**config.mk**
```make
export PLATFORM = sky130hd
export DESIGN_NAME = alu_issue_seq_flat
export DESIGN_NICKNAME = d
export VERILOG_FILES = /design/src/rtl/alu_issue_seq_if.sv /design/src/rtl/alu_issue_seq.sv /design/src/flat_wrapper.sv
export SDC_FILE = /design/constraint.sdc
export NUM_CORES = 1
export LEC_CHECK = 0
export BUFFER_PORTS_ARGS = -buffer_cell sky130_fd_sc_hd__buf_2
export CORE_AREA = 2 2 135 111
export CTS_BUF_LIST = sky130_fd_sc_hd__clkbuf_8
export DETAILED_ROUTE_END_ITERATION = 16
export DIE_AREA = 0 0 137 113
export PLACE_DENSITY = 0.78
export SLEW_MARGIN = 10
export SYNTH_ARGS = -nofsm -noshare
export SYNTH_HDL_FRONTEND = slang
export SYNTH_SLANG_ARGS = --single-unit
```
**constraint.sdc**
```tcl
create_clock -name clk -period 2.1 [get_ports clk]
set_input_delay 0.105 -clock clk [delete_from_list [all_inputs] [get_ports clk]]
set_output_delay 0.105 -clock clk [all_outputs]
set_load 0.02 [all_outputs]
```
**src/rtl/alu_issue_seq_if.sv**
```systemverilog
// alu_issue_seq_if: instruction handshake, ALU drive/return and writeback bundle.
interface alu_issue_seq_if #(
  parameter int DATA_W     = 32,
  parameter int REG_ADDR_W = 5
);
  logic                  in_valid;
  logic                  in_ready;
  logic [31:0]           in_instr;
  logic [DATA_W-1:0]     in_rs_val;
  logic [DATA_W-1:0]     in_rt_val;
  logic [DATA_W-1:0]     alu_a;
  logic [DATA_W-1:0]     alu_b;
  logic [3:0]            alu_code;
  logic [DATA_W-1:0]     alu_result;
  logic                  alu_zero;
  logic                  out_valid;
  logic                  out_ready;
  logic [REG_ADDR_W-1:0] out_rd;
  logic [DATA_W-1:0]     out_data;
  logic                  out_wen;
  logic                  out_br_taken;
  logic                  out_illegal;
  modport master (
    output in_valid, in_instr, in_rs_val, in_rt_val, alu_result, alu_zero, out_ready,
    input  in_ready, alu_a, alu_b, alu_code, out_valid, out_rd, out_data, out_wen,
           out_br_taken, out_illegal
  );
  modport slave (
    input  in_valid, in_instr, in_rs_val, in_rt_val, alu_result, alu_zero, out_ready,
    output in_ready, alu_a, alu_b, alu_code, out_valid, out_rd, out_data, out_wen,
           out_br_taken, out_illegal
  );
endinterface

```
**src/rtl/alu_issue_seq.sv**
```systemverilog
// alu_issue_seq: decodes one MIPS instruction, sequences one or two ALU passes, holds the result.
module alu_issue_seq #(
  parameter int DATA_W     = 32,
  parameter int REG_ADDR_W = 5
) (
  input logic           clk,
  input logic           rst_n,
  alu_issue_seq_if.slave bus
);
  localparam logic [1:0] IDLE = 2'd0, EXEC1 = 2'd1, EXEC2 = 2'd2, DONE = 2'd3;
  logic [1:0]            state_q, state_d;
  logic [DATA_W-1:0]     a_q, a_d, b_q, b_d, data_q, data_d;
  logic [3:0]            code_q, code_d;
  logic [REG_ADDR_W-1:0] rd_q, rd_d;
  logic                  wen_q, wen_d, br_q, br_d, ill_q, ill_d;
  logic                  valid_q, valid_d, beq_q, beq_d, z1_q, z1_d;
  logic [5:0]            op, fn;
  logic [DATA_W-1:0]     rs, rt, shamt, imm_s, imm_z, dec_a, dec_b;
  logic [3:0]            dec_code;
  logic [REG_ADDR_W-1:0] dec_rd;
  logic                  dec_legal, dec_beq, unused;
  assign op     = bus.in_instr[31:26];
  assign fn     = bus.in_instr[5:0];
  assign rs     = bus.in_rs_val;
  assign rt     = bus.in_rt_val;
  assign shamt  = {{(DATA_W-5){1'b0}}, bus.in_instr[10:6]};
  assign imm_s  = {{(DATA_W-16){bus.in_instr[15]}}, bus.in_instr[15:0]};
  assign imm_z  = {{(DATA_W-16){1'b0}}, bus.in_instr[15:0]};
  assign unused = ^bus.in_instr[25:21];
  always_comb begin
    dec_code  = 4'b1111;
    dec_a     = rs;
    dec_b     = rt;
    dec_rd    = REG_ADDR_W'(bus.in_instr[20:16]);
    dec_legal = 1'b1;
    dec_beq   = 1'b0;
    if (op == 6'h00) begin
      dec_rd = REG_ADDR_W'(bus.in_instr[15:11]);
      case (fn)
        6'h24:   dec_code = 4'b0000;
        6'h25:   dec_code = 4'b0001;
        6'h20:   dec_code = 4'b0010;
        6'h22:   dec_code = 4'b0100;
        6'h2A:   begin dec_code = 4'b1000; dec_a = rt; dec_b = rs; end
        6'h00:   begin dec_code = 4'b0011; dec_a = rt; dec_b = shamt; end
        6'h02:   begin dec_code = 4'b1100; dec_a = rt; dec_b = shamt; end
        default: dec_legal = 1'b0;
      endcase
    end else begin
      case (op)
        6'h08:   begin dec_code = 4'b0010; dec_b = imm_s; end
        6'h0C:   begin dec_code = 4'b0000; dec_b = imm_z; end
        6'h0D:   begin dec_code = 4'b0001; dec_b = imm_z; end
        6'h04:   begin dec_code = 4'b1000; dec_beq = 1'b1; end
        default: dec_legal = 1'b0;
      endcase
    end
  end
  // BEQ compares a>b then b>a; equality is neither being greater
  always_comb begin
    state_d = state_q;
    a_d     = a_q;
    b_d     = b_q;
    code_d  = code_q;
    data_d  = data_q;
    rd_d    = rd_q;
    wen_d   = wen_q;
    br_d    = br_q;
    ill_d   = ill_q;
    valid_d = valid_q;
    beq_d   = beq_q;
    z1_d    = z1_q;
    case (state_q)
      IDLE: if (bus.in_valid) begin
        rd_d    = dec_rd;
        wen_d   = dec_legal & !dec_beq & (dec_rd != '0);
        ill_d   = !dec_legal;
        br_d    = 1'b0;
        data_d  = '0;
        beq_d   = dec_beq;
        a_d     = dec_legal ? dec_a : a_q;
        b_d     = dec_legal ? dec_b : b_q;
        code_d  = dec_legal ? dec_code : code_q;
        valid_d = !dec_legal;
        state_d = dec_legal ? EXEC1 : DONE;
      end
      EXEC1: if (beq_q) begin
        z1_d    = bus.alu_zero;
        a_d     = b_q;
        b_d     = a_q;
        state_d = EXEC2;
      end else begin
        data_d  = bus.alu_result;
        valid_d = 1'b1;
        state_d = DONE;
      end
      EXEC2: begin
        br_d    = z1_q & bus.alu_zero;
        valid_d = 1'b1;
        state_d = DONE;
      end
      default: if (bus.out_ready) begin
        valid_d = 1'b0;
        code_d  = 4'b1111;
        state_d = IDLE;
      end
    endcase
  end
  always_ff @(posedge clk or negedge rst_n) begin
    if (!rst_n) begin
      state_q <= IDLE;
      a_q     <= '0;
      b_q     <= '0;
      code_q  <= 4'b1111;
      data_q  <= '0;
      rd_q    <= '0;
      wen_q   <= 1'b0;
      br_q    <= 1'b0;
      ill_q   <= 1'b0;
      valid_q <= 1'b0;
      beq_q   <= 1'b0;
      z1_q    <= 1'b0;
    end else begin
      state_q <= state_d;
      a_q     <= a_d;
      b_q     <= b_d;
      code_q  <= code_d;
      data_q  <= data_d;
      rd_q    <= rd_d;
      wen_q   <= wen_d;
      br_q    <= br_d;
      ill_q   <= ill_d;
      valid_q <= valid_d;
      beq_q   <= beq_d;
      z1_q    <= z1_d;
    end
  end
  assign bus.in_ready     = state_q == IDLE;
  assign bus.alu_a        = a_q;
  assign bus.alu_b        = b_q;
  assign bus.alu_code     = code_q;
  assign bus.out_valid    = valid_q;
  assign bus.out_rd       = rd_q;
  assign bus.out_data     = data_q;
  assign bus.out_wen      = wen_q;
  assign bus.out_br_taken = br_q;
  assign bus.out_illegal  = ill_q;
endmodule

```
**src/flat_wrapper.sv**
```systemverilog
// flat-port wrapper written by rule: the top's interface ports become plain ports
module alu_issue_seq_flat 
#(
  parameter int DATA_W     = 32,
  parameter int REG_ADDR_W = 5
)
  (clk, rst_n, bus_in_valid, bus_in_instr, bus_in_rs_val, bus_in_rt_val, bus_alu_result, bus_alu_zero, bus_out_ready, bus_in_ready, bus_alu_a, bus_alu_b, bus_alu_code, bus_out_valid, bus_out_rd, bus_out_data, bus_out_wen, bus_out_br_taken, bus_out_illegal);
  alu_issue_seq_if #(.DATA_W(DATA_W), .REG_ADDR_W(REG_ADDR_W)) bus_i ();
  input logic clk;
  input logic rst_n;
  input wire logic [$bits(bus_i.in_valid)-1:0] bus_in_valid;
  input wire logic [$bits(bus_i.in_instr)-1:0] bus_in_instr;
  input wire logic [$bits(bus_i.in_rs_val)-1:0] bus_in_rs_val;
  input wire logic [$bits(bus_i.in_rt_val)-1:0] bus_in_rt_val;
  input wire logic [$bits(bus_i.alu_result)-1:0] bus_alu_result;
  input wire logic [$bits(bus_i.alu_zero)-1:0] bus_alu_zero;
  input wire logic [$bits(bus_i.out_ready)-1:0] bus_out_ready;
  output wire logic [$bits(bus_i.in_ready)-1:0] bus_in_ready;
  output wire logic [$bits(bus_i.alu_a)-1:0] bus_alu_a;
  output wire logic [$bits(bus_i.alu_b)-1:0] bus_alu_b;
  output wire logic [$bits(bus_i.alu_code)-1:0] bus_alu_code;
  output wire logic [$bits(bus_i.out_valid)-1:0] bus_out_valid;
  output wire logic [$bits(bus_i.out_rd)-1:0] bus_out_rd;
  output wire logic [$bits(bus_i.out_data)-1:0] bus_out_data;
  output wire logic [$bits(bus_i.out_wen)-1:0] bus_out_wen;
  output wire logic [$bits(bus_i.out_br_taken)-1:0] bus_out_br_taken;
  output wire logic [$bits(bus_i.out_illegal)-1:0] bus_out_illegal;
  assign bus_i.in_valid = bus_in_valid;
  assign bus_i.in_instr = bus_in_instr;
  assign bus_i.in_rs_val = bus_in_rs_val;
  assign bus_i.in_rt_val = bus_in_rt_val;
  assign bus_i.alu_result = bus_alu_result;
  assign bus_i.alu_zero = bus_alu_zero;
  assign bus_i.out_ready = bus_out_ready;
  assign bus_in_ready = bus_i.in_ready;
  assign bus_alu_a = bus_i.alu_a;
  assign bus_alu_b = bus_i.alu_b;
  assign bus_alu_code = bus_i.alu_code;
  assign bus_out_valid = bus_i.out_valid;
  assign bus_out_rd = bus_i.out_rd;
  assign bus_out_data = bus_i.out_data;
  assign bus_out_wen = bus_i.out_wen;
  assign bus_out_br_taken = bus_i.out_br_taken;
  assign bus_out_illegal = bus_i.out_illegal;
  alu_issue_seq #(.DATA_W(DATA_W), .REG_ADDR_W(REG_ADDR_W)) u_core (.clk(clk), .rst_n(rst_n), .bus(bus_i));
endmodule
```
-- After elaboration in Yosys (flattened, before gate mapping)
Cells that the tools add are included.
- reductions and logical operators: 24
- muxes and demuxes: 40
- bitwise logic cells: 4
- equality and inequality tests: 16
- operators by type and width (cell ; number):
    two-way mux 32 bit ; 11
    case mux 32 bit (2 select lines) ; 5
    == test 6 bit, second input constant ; 5
    case mux 4 bit (7 select lines) ; 1
    == test 6 x 4 -> 1 bit, second input constant ; 3
    two-way mux 4 bit ; 4
    case mux 4 bit (4 select lines) ; 1
    zero test 6 bit ; 2
    two-way mux 1 bit ; 10
    case mux 4 bit (2 select lines) ; 1
    AND reduction 2 bit ; 4
    AND reduction 4 bit ; 2
    OR reduction 7 bit ; 1
    == test 6 x 2 -> 1 bit, second input constant ; 1
    == test 6 x 3 -> 1 bit, second input constant ; 1
    two-way mux 2 bit ; 3
    case mux 2 bit (3 select lines) ; 1
    AND reduction 3 bit ; 2
    nonzero test 2 bit ; 3
    OR reduction 2 bit ; 3
    two-way mux 5 bit ; 1
    nonzero test 5 bit ; 1
    inequality test 2 x 1 -> 1 bit, second input constant ; 2
    inequality test 2 bit, second input constant ; 2
    11 further kinds ; 14
- output and inout port bits: 110
- word-level logic and storage cells: 96
- input port bits: 133
- bits in registers: 113

-- Depth between registers and ports, before layout
- word-level depth: 7
- gate-level depth with buffers: 9
- gate-level depth less buffers: 7

-- Worst setup path before layout
OpenSTA, ideal clock, no wires.
- path type: register to register
- from: register u_core.state_q[1]
- to: register u_core.b_q[1] (netlist: u_core.bus.alu_b[1])
- cell stages (with the launch flop): 9
- setup slack: -0.034 ns
- data required time: 1.975 ns
- clock period less this slack: 2.134 ns
- path buffers: 1
- data arrival time: 2.009 ns
- setup time: 0.125 ns
- path through: dfrtp_1 -> inv_1 -> ha_1 -> or3_1 -> or2_4 -> buf_6 -> a2111oi_2 -> a221oi_1 -> mux2_4
- cells in the longest elaborated chain, start to end: 3
- RTL lines (what ; RTL line ; text):
    start: declaration ; alu_issue_seq.sv:11 ; logic [1:0] state_q, state_d;
    start signal: assignment ; alu_issue_seq.sv:124 ; state_q <= state_d;
    == test 2 x 1 -> 1 bit or zero test 2 bit (tied branches) ; alu_issue_seq.sv:73 ; case (state_q)
    inequality test 2 x 1 -> 1 bit (no source line), or another cell as far along ; - ;
    AND reduction 4 bit (no source line) ; - ;
    end signal: assignment ; alu_issue_seq.sv:113 ; b_q <= '0;
    end signal: assignment ; alu_issue_seq.sv:126 ; b_q <= b_d;
    end: declaration ; alu_issue_seq.sv:12 ; logic [DATA_W-1:0] a_q, a_d, b_q, b_d, data_q, data_d;
Several ways; a longest one is shown, not always the timed one.
A chain may end at the register's enable or synchronous reset.

-- Worst setup path in the final report
- from: register u_core.state_q[0]
- to: register u_core.b_q[30] (netlist: u_core.bus.alu_b[30])
The elaborated chain is that of the path after synthesis.

==> impl_metrics.yaml <==
outcome:
  status: "finished with violations"
  violations: "setup timing"
global_route:
  grt_pass1_wl_um: 31820
  first_global_vias: 6120
  grt.total_usage_pct: 26.62
  antenna_found_initial: 2
  overflow: 0
  grt_max_degree: 100
routing:
  wl_um: 21930
  drc: 0
  dr_wl_met2_um: 10470
  top_layer: "met4"
  initialDrtViolationCount: 437
  routedWlPerCell_um: 19.94
  dr.pass1.iters: 5
  wl_met3_um: 1535
  antenna_left: 0
  vias_per_cell: 5.785
  vias: 6363
  wirelength_met1_um: 9141
place:
  hpwl_um: 13790
  routabilityCongestion: 0.8997
  dp_slack_ns: -0.1351
  portBuffers: 237
setup_path:
  worstSetupStartpoint: "u_core.state_q[0]"
  path_buf_inv: 1
  rr_worst_depth: 7
  reg2reg_slack_ns: -0.06
  crit_path_end: "u_core.bus.alu_b[30]"
  reg2reg_to: "u_core.bus.alu_b[30]"
  criticalPathCategory: "flip-flop to flip-flop"
  critPathSlowestCell: "dfrtp_1"
  worst-path-stages: 7
  worstPathRequired_ns: 2.42
  rr_startpoint: "u_core.state_q[0]"
  worstSetupEndpointType: "flip-flop"
  cp_cell_sequence: "ha_4 > or3_4 > or2_4 > clkbuf_16 > a221oi_2 > a221oi_1 > mux2_4"
  critPathTopFamily: "simple AND/OR/NAND/NOR gates"
  worstSetupStartpointType: "flip-flop"
  crit_path_max_fanout: 8
  arrival_ns: 2.48
  cpPeakStageDelay_ns: 0.41
final_layout:
  final_cell_mix: "buf_2 (236), dfrtp_1 (109), nand2_1 (63)"
  layout-drive-gt1-share_pct: 43.98
  seqCellArea_sq_mm: 0.002833
  syn_to_final_growth_pct: 47.26
  layout.nets: 1041
  fillers: 1029
  multi_input_area_sq_mm: 0.003665
  final_common_cell: "buf_2"
timing:
  finalCriticalPeriod_ns: 2.160
  setup_viol: 9
  worst_pin_slew_ns: 0.7029
  max_freq_mhz: 462.9
  finalClockSkew_ns: 0.01038
  max-slew-margin-rel_pct: 53.03
  layout_setup_ws_ns: -0.06021
  hold_violations: 0
  rsz0062_at_grt: "true"
  maxSlewViolCount: 0
  fin_crit_sh_pct: 102.9
pwr:
  p_comb_share_pct: 54.7
  p_sw_uw: 5693
  vdd_drop_max_uv: 798.3
  intPower_uw: 7749
  pwr-share-seq_pct: 29.1
  p_sw_share_pct: 42.35
  power_density_mw_per_mm2: 1429
  p_clk_share_pct: 16.2
  p_total_uw: 13440
  leakagePower_uw: 0.004741
synth:
  synth_top_flop_cell: "dfrtp_1"
  async_flop_share_pct: 100.0
  synthCells: 603
  synth_area_sq_mm: 0.006389
  synth_cell_types: 48
  synth-edff-count: 0
  ys_seq_elements: 113
  syn_avg_cell_area_sq_um: 10.59
  synthesis.nets: 740
  ys_warn_count: 0
  yosysSeqAreaShare_pct: 44.34
floorplanning:
  dieArea_sq_mm: 0.01548
  core-area_sq_mm: 0.01405
  pin_count: 243
  die_w_um: 137
  die_h_um: 113
  initial_core_util_pct: 45.46
  num_rows: 39
clock_tree:
  clockBufferDepth: 2
  clkSinkCount: 113
  cts_tree: "yes"
  cts_buffers: 17
  cts_root_buf: "clkbuf_8"
  path_clk_slew_ns: 0.07
  clkLatencyLatePin_ns: 0.44
  htreeDepth: 4
job:
  max_cap_violations: 0
min_path:
  hp-class: "primary input to flip-flop"
  hold_depth: 4
==> layout make-up <==
class / count / share of cell area (%)
diodes: 2 / 0.05320
clock buffers: 20 / 2.926
clock inverters: 9 / 1.410
inverters: 23 / 0.9177
multi-input cells: 421 / 38.95
flip-flops and latches: 113 / 30.11
well taps: 184 / 2.447
repair buffers: 328 / 23.18
==> synth_stat cells (2+ instances only) <==
cell type  number  area share (%)
mux2_1         40             7.1
a221oi_1       37             5.1
and3_1         11             1.1
nor4_1          2            0.20
a2111oi_2       4            0.94
dfstp_2         4             1.6
mux2_4          4            0.94
o31a_1          2            0.27
mux2_2         22             3.9
o41ai_1         2            0.27
nor3_1          5            0.39
nand2b_1        6            0.59
buf_2          15             1.2
inv_1          23             1.4
nor2b_1         3            0.29
mux2i_1        58             9.1
or3_1           4            0.39
o31ai_1         3            0.35
clkbuf_1       28             1.6
a22oi_1        11             1.3
o211ai_1       13             1.5
nand3_1        16             1.3
o21ai_0        41             3.2
ha_1            4            0.78
nand2_1        63             3.7
nor2_1         15            0.88
dfrtp_1       109              43
a21oi_1         7            0.55
a22o_1         32             4.4
==> registers in the layout, summed over array words and instances (netlist names) <==
register,flops
u_core.bus.out_data,32
u_core.bus.out_illegal,1
u_core.bus.alu_a,32
u_core.bus.out_br_taken,1
u_core.z1_q,1
u_core.bus.out_rd,5
u_core.bus.alu_b,32
u_core.bus.alu_code,4
u_core.bus.out_wen,1
u_core.state_q,2
u_core.beq_q,1
u_core.bus.out_valid,1
==> cell families after synthesis <==
group                    share of synthesized area, %
AO/OA/AOI/OAI                                   19.45
adder cells (fa/ha/maj)                        0.7834
buffers and inverters                           4.524
flip-flops                                      44.34
multiplexers                                    20.96
AND/OR/NAND/NOR                                 9.949
==> worst min-delay path by stage <==
stage                            startpoint  slack [ns]                       to
after floorplan                       rst_n       -0.19             u_core.beq_q
after global placement                rst_n        0.12  u_core.bus.out_data[29]
after detailed placement              rst_n        0.12  u_core.bus.out_data[29]
after CTS                 bus_in_rs_val[13]        0.01     u_core.bus.alu_b[13]
after global routing      bus_in_rs_val[15]        0.03     u_core.bus.alu_b[15]
final                      bus_in_rs_val[5]        0.04      u_core.bus.alu_b[5]
==> routing by layer <==
layer	up-vias	GRT usage (%)
li1	2877	-
met1	3113	34.79
met2	312	41.86
met3	61	6.407
met4	0	12.16
met5	-	0
==> worst reg2reg max path: cells and delay by family, from the launching register on <==
family | cells | cell delay, ns
simple gates | 2 | 0.66
flops | 1 | 0.41
compound gates | 2 | 0.33
mux | 1 | 0.28
buf+inv | 1 | 0.20
fa+ha+maj | 1 | 0.17
==> repair_timing <==
| action | CTS | global route |
|---|---|---|
| pin swaps | 0 | 5 |
| cloned | 0 | 3 |
| endpoints found under the hold margin | 153 | 0 |
| setup endpoints to repair | 45 | 58 |
| setup buffers | 0 | 4 |
| hold buffers | 43 | 0 |
| gates resized for setup | 14 | 44 |
==> power by group through the flow <==
stage,clock (uW),combinational [uW],sequential [uW]
final,2180,7360,3910
after CTS,2200,6600,3870
after detailed placement,0,6520,3880
after global routing,2300,7830,4020
after floorplan,0,3170,4960
after global placement,0,6410,3870
==> per-stage QoR <==
stage          hold WS (ns)  area (sq um)  setup TNS [ns]  utilization [%]  cells
3_3_place_gp         0.1214          8079          -3.328            57.49   1019
2_1_floorplan       -0.1906          6391               0                -    603
5_1_grt             0.03277          9408          -1.142            66.94   1100
3_5_place_dp         0.1234          8079          -4.758            57.49   1019
4_1_cts             0.01478          8994       -0.001346            64.00   1091
6_report            0.04055          9408        -0.09310            66.94   1100
Power figures use the tool's default switching activity.
